[src/rtl/delay_pkg.sv]
// Shared types and default sizes for the microphone delay-line control slice.
package delay_pkg;

  typedef enum logic [1:0] {
    IDLE   = 2'd0,
    FILL   = 2'd1,
    RUN    = 2'd2,
    RETUNE = 2'd3
  } state_t;

  localparam int DEF_WIDTH  = 8;
  localparam int DEF_ADDR_W = 9;

endpackage

[src/rtl/tick_pulser.sv]
// Turns a sample-rate strobe into a registered one-cycle pulse, gated by allow.
module tick_pulser (
  input  logic clk,
  input  logic rst,
  input  logic tick,
  input  logic allow,
  output logic pulse
);

  always_ff @(posedge clk) begin
    if (rst) begin
      pulse <= 1'b0;
    end else begin
      pulse <= tick & allow;
    end
  end

endmodule

[src/rtl/delay_ctrl.sv]
// Sequencer for the delay-line datapath: tick-to-pulse conversion, offset
// application on sample boundaries and fill tracking for output validity.
module delay_ctrl
  import delay_pkg::*;
#(
  parameter int WIDTH  = DEF_WIDTH,
  parameter int ADDR_W = DEF_ADDR_W
) (
  input  logic             clk,
  input  logic             rst,
  input  logic             start,
  input  logic             stop,
  input  logic             sample_tick,
  input  logic [WIDTH-1:0] offset_req,
  output logic             en,
  output logic             wr,
  output logic             rd,
  output logic [WIDTH-1:0] offset,
  output logic             out_valid,
  output logic [1:0]       state
);

  // The datapath zero-extends offset into the address counter.
  if (ADDR_W <= WIDTH) begin : g_width_check
    $error("delay_ctrl: ADDR_W must be greater than WIDTH");
  end

  state_t           cur_state;
  logic             pulse;
  logic             pulse_d;
  logic             allow;
  logic [WIDTH-1:0] fill_cnt;
  logic [WIDTH-1:0] pending_ofs;
  logic             ofs_change;
  logic             fill_eval;

  function automatic logic [WIDTH-1:0] sat_inc(input logic [WIDTH-1:0] v);
    if (v == {WIDTH{1'b1}}) begin
      return v;
    end else begin
      return v + {{(WIDTH-1){1'b0}}, 1'b1};
    end
  endfunction

  assign allow      = ((cur_state == FILL) || (cur_state == RUN)) && !stop;
  // A tick always wins over a retune; the retune waits for a quiet cycle.
  assign ofs_change = !sample_tick && (pending_ofs != offset);
  assign fill_eval  = sample_tick || pulse_d;

  tick_pulser u_pulser (
    .clk   (clk),
    .rst   (rst),
    .tick  (sample_tick),
    .allow (allow),
    .pulse (pulse)
  );

  assign en    = pulse;
  assign wr    = pulse;
  assign rd    = pulse;
  assign state = cur_state;

  always_ff @(posedge clk) begin
    if (rst) begin
      cur_state   <= IDLE;
      offset      <= {WIDTH{1'b0}};
      fill_cnt    <= {WIDTH{1'b0}};
      pending_ofs <= {WIDTH{1'b0}};
      out_valid   <= 1'b0;
      pulse_d     <= 1'b0;
    end else begin
      pending_ofs <= offset_req;
      pulse_d     <= pulse;
      if (stop) begin
        cur_state <= IDLE;
        out_valid <= 1'b0;
      end else begin
        case (cur_state)
          IDLE: begin
            out_valid <= 1'b0;
            if (start) begin
              cur_state <= FILL;
              offset    <= offset_req;
              fill_cnt  <= {WIDTH{1'b0}};
            end
          end
          FILL: begin
            out_valid <= 1'b0;
            if (pulse) begin
              fill_cnt <= sat_inc(fill_cnt);
            end
            if (ofs_change) begin
              cur_state <= RETUNE;
            end else if (fill_eval && (fill_cnt >= offset)) begin
              cur_state <= RUN;
            end
          end
          RUN: begin
            if (ofs_change) begin
              cur_state <= RETUNE;
              out_valid <= 1'b0;
            end else begin
              out_valid <= pulse;
            end
          end
          RETUNE: begin
            out_valid <= 1'b0;
            cur_state <= FILL;
            offset    <= offset_req;
            fill_cnt  <= {WIDTH{1'b0}};
          end
          default: begin
            out_valid <= 1'b0;
            cur_state <= IDLE;
          end
        endcase
      end
    end
  end

endmodule

[config.mk]
export PLATFORM = sky130hd
export DESIGN_NAME = delay_ctrl
export DESIGN_NICKNAME = d
export VERILOG_FILES = /design/src/rtl/delay_pkg.sv /design/src/rtl/tick_pulser.sv /design/src/rtl/delay_ctrl.sv
export SDC_FILE = /design/constraint.sdc
export NUM_CORES = 1
export LEC_CHECK = 0
export BUFFER_PORTS_ARGS = -buffer_cell sky130_fd_sc_hd__buf_4
export CAP_MARGIN = 25
export CORE_ASPECT_RATIO = 1.5
export CORE_UTILIZATION = 49
export DETAILED_ROUTE_END_ITERATION = 16
export MAX_ROUTING_LAYER = met4
export PLACE_DENSITY = 0.74
export SYNTH_ARGS = -nofsm -noshare
export SYNTH_HDL_FRONTEND = slang
export SYNTH_SLANG_ARGS = --single-unit
[constraint.sdc]
create_clock -name clk -period 2 [get_ports clk]
set_clock_uncertainty 0.15 [all_clocks]
set_input_delay 0.1 -clock clk [delete_from_list [all_inputs] [get_ports clk]]
set_output_delay 0.1 -clock clk [all_outputs]
set_load 0.01 [all_outputs]
Word level (Yosys, flattened, before mapping)
Index checks and enable logic that the tools add are counted.

Flip-flop bits (word level): 29. Input bits: 13. Output and inout bits: 14.

Add/subtract/negate cells: 1. $lt $le $gt $ge: 1. Equality and inequality tests: 10. Multiplexer cells: 13. Bitwise operators: 2. Reduce and logical (&&, ||, !) cells: 15.

Operators by type and width (number): 8-bit two-way mux (4); 8-bit one-hot mux with 3 select lines (1); 8-bit one-hot mux with 2 select lines (1); 8-bit by 1-bit adder with 8-bit output (second input constant) (1); 8-bit equality test (second input constant) (1); 8-bit >= comparator (1); 2-bit two-way mux (4); 8-bit inequality test (1); 2-bit one-hot mux with 4 select lines (1); 2-bit inequality test (second input constant) (3); 3-bit AND reduction (2); 5-bit AND reduction (1); 2-bit equality test (second input constant) (2); 1-bit logical AND (3); 3-bit by 2-bit inequality test with 1-bit output (second input constant) (1); 3-bit nonzero test (1); 3-bit OR reduction (1); 2-bit by 1-bit equality test with 1-bit output (second input constant) (1); 1-bit logical NOT (2); 2-bit logical NOT (1); 1-bit logical OR (2); 2-bit by 1-bit inequality test with 1-bit output (second input constant) (1); 1-bit one-hot mux with 2 select lines (1); 2-bit nonzero test (1); other kinds (4) (4).

Longest topological paths before layout
Word-level depth: 5. Gate-level depth with buffers: 8. Mapped depth without buffers: 7.

By module
Synthesis repeated with hierarchy kept, for this count alone.

Cell total of the unflattened synthesis: 161. Area total of the unflattened synthesis: 1476.4 sq um.

Modules (own cells, without submodules): delay_ctrl (instances 1, cells each 159, area an instance 1447.6 sq um); tick_pulser (instances 1, cells each 2, area an instance 28.8 sq um).

Worst setup path after synthesis
OpenSTA, ideal clock, no wires.

Kind: flip-flop to flip-flop. Start point: register cur_state[0] (netlist: state[0]). End point: register fill_cnt[7]. Data arrival time: 1.701 ns. Data required time: 1.719 ns. Path slack: 0.018 ns. Stages on the path, launching flop included: 9. Buffers on the path: 1. Clock period less this slack: 1.982 ns. Cell sequence: dfxtp_1 inv_1 ha_1 nor2b_4 or3_1 buf_6 a2111oi_4 xnor2_1 nor2_1.

Word-level cells in the longest chain between the ends: 3. Elaborated cells on any way between the ends: 9. Those cells by class: eq/ne (5); mux (1); reduce/logical (3).

RTL lines: from (decl) (line delay_ctrl.sv:28) `state_t cur_state;`; from (signal assigned) (line delay_ctrl.sv:65) `cur_state <= IDLE;`; from (signal assigned) (line delay_ctrl.sv:75) `cur_state <= IDLE;`; from (signal assigned) (line delay_ctrl.sv:82) `cur_state <= FILL;`; 2-bit by 1-bit equality test with 1-bit output (tied with other cells) (line delay_ctrl.sv:78) `case (cur_state)`; 2-bit by 1-bit inequality test with 1-bit output (no line) (tied with other cells); 5-bit AND reduction (no line); to (signal assigned) (line delay_ctrl.sv:84) `fill_cnt <= {WIDTH{1'b0}};`; to (signal assigned) (line delay_ctrl.sv:90) `fill_cnt <= sat_inc(fill_cnt);`; to (signal assigned) (line delay_ctrl.sv:110) `fill_cnt <= {WIDTH{1'b0}};`; to (decl) (line delay_ctrl.sv:32) `logic [WIDTH-1:0] fill_cnt;`.

Parallel ways exist; a longest one is shown, timed or not. A chain may end at the register's enable or synchronous reset.

Worst setup path in the final report
Start point: register offset[7]. End point: register cur_state[0] (netlist: state[0]).

Word-level cells in the longest chain between the ends: 4. Elaborated cells on any way between the ends: 9. Those cells by class: order compare (1); eq/ne (3); mux (2); reduce/logical (3).

RTL lines: from (decl) (line delay_ctrl.sv:18) `output logic [WIDTH-1:0] offset,`; from (signal assigned) (line delay_ctrl.sv:66) `offset <= {WIDTH{1'b0}};`; from (signal assigned) (line delay_ctrl.sv:83) `offset <= offset_req;`; from (signal assigned) (line delay_ctrl.sv:109) `offset <= offset_req;`; 8-bit >= comparator or 8-bit inequality test (tied branches) (line delay_ctrl.sv:94, delay_ctrl.sv:47); 1-bit logical AND (on tied branches) (line delay_ctrl.sv:94, delay_ctrl.sv:47); 3-bit by 2-bit inequality test with 1-bit output (no line) (tied with other cells); 3-bit AND reduction (no line) or 2-bit one-hot mux with 4 select lines (tied branches); to (signal assigned) (line delay_ctrl.sv:93) `cur_state <= RETUNE;`; to (signal assigned) (line delay_ctrl.sv:95) `cur_state <= RUN;`; to (signal assigned) (line delay_ctrl.sv:100) `cur_state <= RETUNE;`.

Parallel ways exist; a longest one is shown, timed or not.

==> flow_summary.toml <==
[cells_and_area]
layout-drive-gt1-share_pct = 33.2
multi_input_comb_area_sq_um = 917
stdcell_count = 250
synthToLayoutAreaGrowth_pct = 38.4
seqCellArea_sq_um = 593
nNetsFinal = 235
fillers = 215
diodes = 0

[clocking]
numCtsBuffers = 5
cts_tree = "yes"
clk_path_buf_depth = 2
h-tree-depth = 2
clock_latency_ps = 280
clk_pin_slew_worst_paths_ps = 60
root_buffer = "clkbuf_8"
cts.sinks = 29

[power]
ir_worst_vdd_v = 0.000666
p_total_uw = 1390
power.leakage_uw = 0.000877
powerDensity_nw_per_um2 = 660

[floorplan]
die_w_um = 47.4
start_util_pct = 52.1
row_count = 24
core_area_sq_um = 2910
die_height_um = 70.2
dieArea_sq_um = 3330
ios = 27

[sta]
period_needed_ps = 1930
relSlewSlack_pct = 74.4
finalHoldViolations = 0
finalSetupTns_ps = 0
worst-slew-pin-transition_ps = 381
drv_slew = 0
finalSetupViolCount = 0
max_freq_mhz = 519
finalCritPeriodShare_pct = 96.3

[route]
initialDrtViolationCount = 38
first_pass_iters = 4
route.vias.total = 1294
drt-wirelength-per-cell_um = 14.4
drc = 0
ant_nets = 0
routed_wl_um = 3600
vias_per_cell = 5.18

[worst_hold_path]
hold_end = "state[0]"
whs_path_depth = 4
hold_class = "primary input to register"
min_from = "stop"

[placed_design]
port_buffers = 26
placed_cells = 224
dp_hpwl_um = 2410
routabilityCongestion = 0.877

[worst_setup_path]
crit_path_end_kind = "register"
cp_max_fo = 3
r2r_cells = 8
r2r-end = "state[0]"
crit_arrival_ps = 1980
critical_path_class = "register to register"
r2r-start = "offset[7]"
worstPathRequired_ps = 2060
start_kind = "register"
r2r_slack_ps = 70

[status]
outcome = "completed"

[yosys]
yosys_warnings = 0
netlist_area_sq_um = 1520
synth-seq-cells = 29
synth_ff_type = "dfxtp_1"
syn_area_per_cell_sq_um = 9.67
synth_edf_count = 0
seq_area_frac_synth_pct = 38.3
synthCells = 157
syn-num-nets = 182
yosys.cell_types.count = 36
async_flop_share_pct = 0

[job]
drv_cap = 0

[grt]
track_usage_pct = 24.4
grt_pass1_vias = 1298
antenna_found_initial = 0
grt_max_degree = 21
grt_pass1_wl_um = 5600
overflow = 0
==> placed cells by master (no fill, tap or decap), types with 2 or more instances in the layout <==
cell	count
nand2b_1	2
nand2_1	5
nor2b_1	9
xnor2_1	7
inv_1	10
dfxtp_1	21
dfxtp_2	7
xor2_1	8
a211oi_1	2
buf_4	37
mux2i_1	10
nor3_2	2
a2111oi_4	2
ha_1	11
clkbuf_8	5
nand3_1	5
dlygate4sd3_1	14
o21ai_0	3
nor2_1	21
a21oi_1	4
clkinv_2	2
==> power breakdown <==
part / switching [uW] / total, uW / leakage [uW] / internal [uW]
Sequential: 20.1 / 624 / 0.000241 / 604
Combinational: 142 / 297 / 0.000591 / 155
Clock: 224 / 465 / 0.0000450 / 240
==> worst max-delay path by stage <==
| stage | from | endpoint | slack, ps |
|---|---|---|---|
| after CTS | offset[7] | state[0] | 0.5 |
| after floorplan | state[0] | fill_cnt[7] | 20 |
| final | offset[7] | state[0] | 70 |
| after global routing | offset[7] | state[0] | -10 |
| after detailed placement | state[1] | fill_cnt[5] | -50 |
| after global placement | state[1] | fill_cnt[7] | 40 |
==> per-stage QoR <==
| step | hold slack [ps] | util (%) | area [sq um] | setup WS [ps] |
|---|---|---|---|---|
| finish | 49.8 | 72.1 | 2100 | 74.9 |
| global route | 47.5 | 72.1 | 2100 | -13.5 |
| CTS | 28.5 | 69.1 | 2010 | 0.518 |
| detailed placement | 177 | 61.3 | 1780 | -49.2 |
| global placement | 168 | 61.3 | 1780 | 35.1 |
| floorplan | 78.2 | - | 1520 | 18.0 |
==> layer usage <==
| metal | track usage, % | vias up | wire [um] |
|---|---|---|---|
| li1 | - | 643 | - |
| met1 | 26.5 | 621 | 1400 |
| met2 | 39.7 | 24 | 2050 |
| met3 | 8.53 | 6 | 110 |
| met4 | 7.94 | 0 | 46 |
| met5 | - | - | 0 |
==> final cells by class <==
class                      instances  share of cell area (%)
timing repair buffer              51                    19.9
multi-input combinational        112                    43.7
clock buffer                       6                    3.45
inverter                          11                    1.97
sequential                        29                    28.2
tap                               39                    2.32
clock inverter                     2                   0.476
==> cells by family after synthesis <==
group | synth area share [%]
simple gates | 17.6
flops | 38.3
compound gates | 13.8
buf+inv | 5.19
xor+xnor | 8.66
fa+ha+maj | 9.89
mux | 6.60
==> registers in the layout, summed over array words and instances (netlist names) <==
signal / flops
pending_ofs: 8
out_valid: 1
pulse_d: 1
u_pulser.pulse: 1
fill_cnt: 8
offset: 8
state: 2
==> critical path: stages (launching register included) <==
cell      delay (ps)
dfxtp_4          360
inv_1             50
ha_1             310
a41oi_2          120
o221ai_2         190
a21oi_1           70
o31ai_1          240
buf_4            170
mux2i_1          190
==> Yosys cell counts, drive strengths merged (2+ instances only) <==
library cell | number | area (sq um)
dfxtp | 29 | 581
nor2 | 21 | 78.8
ha | 12 | 150
inv | 11 | 41.3
mux2i | 10 | 100
nor2b | 10 | 70.1
xor2 | 8 | 70.1
xnor2 | 7 | 61.3
nand2 | 5 | 18.8
nand3 | 5 | 25.0
o21ai | 5 | 36.3
a21oi | 4 | 20.0
a2111oi | 3 | 70.1
a211oi | 3 | 22.5
buf | 3 | 26.3
clkbuf | 3 | 11.3
nand2b | 2 | 12.5
nor3 | 2 | 15.0
nor4 | 2 | 12.5
==> repair_timing <==
item	in CTS	in global routing
gates cloned	0	1
hold buffers	14	0
endpoints found under the hold margin	18	0
resized for setup	1	18
buffers inserted	0	3
setup endpoints to repair	5	4
pin swaps	0	6
Note: power is estimated with default switching activity, not from simulation.
